## src/rtl/seq_restoring_divider.sv

```systemverilog
// Sequential unsigned restoring divider, one quotient bit per clock.
// A start/done handshake issues one division and returns the quotient and
// remainder N+1 edges after the accepting edge; a zero divisor short-cuts
// to a saturated quotient with the dividend as remainder.
module seq_restoring_divider #(
  parameter int N = 8
) (
  input  logic         clk,
  input  logic         rst,
  input  logic         start,
  input  logic [N-1:0] dividend,
  input  logic [N-1:0] divisor,
  output logic         busy,
  output logic         done,
  output logic [N-1:0] quotient,
  output logic [N-1:0] remainder,
  output logic         div_by_zero
);

  localparam int CW = $clog2(N) + 1;
  localparam logic [CW-1:0] LAST_COUNT = CW'(N - 1);

  // S_LAST is the settling cycle between the final iteration and the done
  // pulse; the result registers load on its exit so done lines up with them.
  localparam logic [1:0] S_IDLE = 2'd0;
  localparam logic [1:0] S_RUN  = 2'd1;
  localparam logic [1:0] S_LAST = 2'd2;
  localparam logic [1:0] S_DONE = 2'd3;

  logic [1:0]    state;
  logic [1:0]    state_next;
  logic [N-1:0]  q_reg;
  logic [N-1:0]  d_reg;
  logic [N:0]    r_reg;
  logic [CW-1:0] count;
  logic          zero_div;
  logic [N:0]    r_shift;
  logic [N:0]    trial;
  logic          accept;

  assign accept  = start && ((state == S_IDLE) || (state == S_DONE));
  assign r_shift = {r_reg[N-1:0], q_reg[N-1]};
  assign trial   = r_shift - {1'b0, d_reg};
  assign busy    = (state == S_RUN);
  assign done    = (state == S_DONE);

  // Next-state selection for the handshake sequence
  always_comb begin
    state_next = state;
    case (state)
      S_IDLE, S_DONE: begin
        if (accept) begin
          state_next = (divisor == '0) ? S_LAST : S_RUN;
        end else begin
          state_next = S_IDLE;
        end
      end
      S_RUN: begin
        if (count == LAST_COUNT) begin
          state_next = S_LAST;
        end
      end
      S_LAST: begin
        state_next = S_DONE;
      end
      default: begin
        state_next = S_IDLE;
      end
    endcase
  end

  // State register
  always_ff @(posedge clk or posedge rst) begin
    if (rst) begin
      state <= S_IDLE;
    end else begin
      state <= state_next;
    end
  end

  // Operand capture and one shift/subtract iteration per RUN cycle
  always_ff @(posedge clk or posedge rst) begin
    if (rst) begin
      q_reg    <= '0;
      d_reg    <= '0;
      r_reg    <= '0;
      count    <= '0;
      zero_div <= 1'b0;
    end else if (accept) begin
      q_reg    <= dividend;
      d_reg    <= divisor;
      r_reg    <= '0;
      count    <= '0;
      zero_div <= (divisor == '0);
    end else if (state == S_RUN) begin
      if (!trial[N]) begin
        r_reg <= trial;
        q_reg <= {q_reg[N-2:0], 1'b1};
      end else begin
        r_reg <= r_shift;
        q_reg <= {q_reg[N-2:0], 1'b0};
      end
      count <= count + CW'(1);
    end
  end

  // Result registers hold the last completed division until the next one
  always_ff @(posedge clk or posedge rst) begin
    if (rst) begin
      quotient    <= '0;
      remainder   <= '0;
      div_by_zero <= 1'b0;
    end else if (state == S_LAST) begin
      if (zero_div) begin
        quotient    <= '1;
        remainder   <= q_reg;
        div_by_zero <= 1'b1;
      end else begin
        quotient    <= q_reg;
        remainder   <= r_reg[N-1:0];
        div_by_zero <= 1'b0;
      end
    end
  end

endmodule
```

## config.mk

```make
export PLATFORM = sky130hd
export DESIGN_NAME = seq_restoring_divider
export DESIGN_NICKNAME = d
export VERILOG_FILES = /design/src/rtl/seq_restoring_divider.sv
export SDC_FILE = /design/constraint.sdc
export NUM_CORES = 1
export LEC_CHECK = 0
export CORE_ASPECT_RATIO = 1.2
export CORE_MARGIN = 1.5
export CORE_UTILIZATION = 57
export CTS_CLUSTER_DIAMETER = 30
export DETAILED_ROUTE_END_ITERATION = 8
export DONT_BUFFER_PORTS = 1
export PLACE_DENSITY = 0.75
export SYNTH_ARGS = -nofsm -noshare
export SYNTH_HDL_FRONTEND = slang
export SYNTH_SLANG_ARGS = --single-unit
export TNS_END_PERCENT = 5
```

## constraint.sdc

```tcl
create_clock -name clk -period 2.2 [get_ports clk]
set_input_delay 0.44 -clock clk [delete_from_list [all_inputs] [get_ports clk]]
set_output_delay 0.44 -clock clk [all_outputs]
set_load 0.005 [all_outputs]
```

==> flow_metrics.tcl <==
set metrics [dict create \
    yosys_register_bits 48 \
    via_count 1953 \
    cts_root_buffer "clkbuf_8" \
    place_congestion 0.8406 \
    diodes 0 \
    p_per_area_mw_per_mm2 1699 \
    combPwrFrac_pct 52.7 \
    arrival_ps 2320 \
    intPower_mw 2.721 \
    synth_xor_area_share_pct 1.683 \
    grt_max_degree 49 \
    place_area_mm2 0.002716 \
    postRouteAntennaNets 0 \
    drtPass1Iterations 4 \
    syn_avg_cell_area_um2 9.711 \
    io_buffers 0 \
    ys_seq_area_share_pct 46.15 \
    syn_inst 268 \
    cts.clk_slew.worst_paths_ps 90 \
    min_path_type "in2async" \
    die_h_um 77.02 \
    maxSlewHeadroom_pct 66.94 \
    routed_via_density 5.954 \
    syn_area_mm2 0.002602 \
    routed_wirelength_mm 5.450 \
    seq_power_share_pct 33.6 \
    r2r-start "r_reg[6]" \
    dp.cells 320 \
    ctsHoldBuffers 0 \
    cts_resized 0 \
    criticalPathCategory "reg2reg" \
    insertion_delay_ps 300 \
    tightest_slew_ps 495.8 \
    cp-start-kind "register" \
    clock_power_share_pct 13.7 \
    instances_no_fill 328 \
    hpwl_mm 3.966 \
    cts_buffer_depth 2 \
    fin_skew_ps 6.678 \
    p_total_mw 4.841 \
    crit_path_end_kind "register" \
    synth_simple_gate_area_share_pct 14.76 \
    slew_viol_final 0 \
    hold_ws_ps 48.76 \
    nFillCells 334 \
    die_area_mm2 0.004982 \
    synth_top_family_by_area "compound AO/OA/AOI/OAI gates" \
    grt_pass1_vias 1865 \
    nets 303 \
    drc 0 \
    worstPathRequired_ps 2430 \
    grt-ovfl-total 0 \
    cpPeakStageDelay_ps 460 \
    design_area_mm2 0.002849 \
    status "finished, final reports clean" \
    fin_crit_sh_pct 95.12 \
    die_w_um 64.69 \
    p_sw_share_pct 43.79 \
    yosysUniqueCellTypes 50 \
    synth_edf_count 0 \
    rows 26 \
    p_switching_mw 2.120 \
    cts.sinks 48 \
    leakagePower_nw 1.197 \
    critPathSlowestCell "dfrtp_1" \
    syn_to_final_growth_pct 9.471 \
    drtIter0Drc 168 \
    synth_compound_gate_area_share_pct 20.38 \
    cp-startpoint "r_reg[6]" \
    timing.final.ws_setup_ps 107.4 \
    synth.area.mux_share_pct 6.587 \
    min_period_ps 2093 \
    syn_nets 300 \
    fin_util_pct 65.85 \
    cp_max_fo 8 \
    final_hold_viol_count 0 \
    start_util_pct 60.15 \
    wl_per_cell_um 16.62 \
    core_area_mm2 0.004327 \
    boundaryPins 38 \
    grt_pass1_wl_mm 8.976 \
    cts_inserted_buffers 5 \
    fin_tns_setup_ps 0 \
    async_flop_share_pct 100.0 \
    grt_antenna_before_repair 0 \
    ys_warn_count 0 \
    cap_violations 0 \
    cts_tree "done" \
    crit_chain "ha_1 -> a21oi_1 -> o21a_1 -> a21oi_4 -> or3_1 -> a31oi_1" \
    synth_ff_type "dfrtp_1" \
    fmax_ghz 0.4779 \
    htreeDepth 2 \
    grt_usage_pct 23.41 \
    synthAdderAreaFrac_pct 6.538 \
    drive_gt1_share_pct 11.76 \
    setup_viol 0 \
    post_cts_buffers 0 \
    ir_drop_mv 0.8389 \
    place_ws_ps 79.78 \
]
## cell usage after synthesis (all sizes together), types with 3 or more instances
library cell	n	area share, %
a21oi	19	4.2
a31oi	7	1.7
and3	3	0.77
clkbuf	11	1.6
dfrtp	48	46
ha	12	5.8
inv	14	2.0
mux2i	16	6.2
nand2	30	4.3
nand3	9	2.4
nand3b	3	0.87
nor2	15	2.2
o211ai	4	1.2
o21ai	32	6.3
o22a	8	2.7
or3	3	0.77
xor2	3	1.0
## power groups by stage
stage | logic, mW | registers (mW) | clock network (mW)
6_report | 2.55 | 1.63 | 0.662
3_5_place_dp | 2.51 | 1.64 | 0
3_3_place_gp | 2.45 | 1.62 | 0
5_1_grt | 2.89 | 1.67 | 0.720
2_1_floorplan | 1.99 | 1.53 | 0
4_1_cts | 2.53 | 1.62 | 0.684
## cell families (layout without fill, tap and decap cells)
family / after synthesis / in the layout
compound gates: 82 / 82
simple gates: 76 / 76
flops: 48 / 48
buf+inv: 27 / 31
mux: 17 / 17
fa+ha+maj: 13 / 13
xor+xnor: 5 / 5
## placed cells by master, fill, tap and decap left out, drive strengths merged, types with 4 or more instances in the layout
| master | synthesis | final |
|---|---|---|
| o211ai | 4 | 4 |
| a21oi | 19 | 19 |
| mux2i | 16 | 16 |
| nor2 | 15 | 15 |
| nand3 | 9 | 9 |
| a31oi | 7 | 7 |
| inv | 14 | 14 |
| o21ai | 32 | 32 |
| o22a | 8 | 8 |
| nand2 | 30 | 30 |
| clkbuf | 11 | 6 |
| buf | 2 | 9 |
| dfrtp | 48 | 48 |
| ha | 12 | 12 |
## path summary, 6_finish.rpt
path / depth (start not counted) / slack [ps] / to
min: 2 / 50 / count[0]
min in group clk: 2 / 250 / q_reg[3]
min reg2reg: 2 / 500 / d_reg[0]
max in group asynchronous: 2 / 1930 / q_reg[7]
max reg2reg: 6 / 110 / r_reg[6]
max: 6 / 110 / r_reg[6]
## worst max-delay path: cells and delay by family (launching register included)
family | cells | cell delay (ps)
AOI/OAI and AO/OA | 4 | 810
adders and majority gates | 1 | 370
DFF | 1 | 460
and+or+nand+nor | 1 | 380
## routing by layer
layer / track usage (%) / up-vias / wire [um]
li1: - / 965 / -
met1: 30.87 / 933 / 2383
met2: 38.65 / 47 / 2743
met3: 4.985 / 8 / 223
met4: 7.021 / 0 / 99
met5: 0 / - / 0
## final cells by class
| cell class | count | area, um^2 | share of cell area [%] |
|---|---|---|---|
| clock buffers | 6 | 82.58 | 2.899 |
| clock inverters | 2 | 38.79 | 1.361 |
| inverters | 14 | 52.55 | 1.845 |
| multi-input cells | 193 | 1311 | 46.03 |
| flip-flops and latches | 48 | 1201 | 42.16 |
| well taps | 56 | 70.07 | 2.459 |
| repair buffers | 9 | 92.59 | 3.250 |
Power figures use the tool's default switching activity.
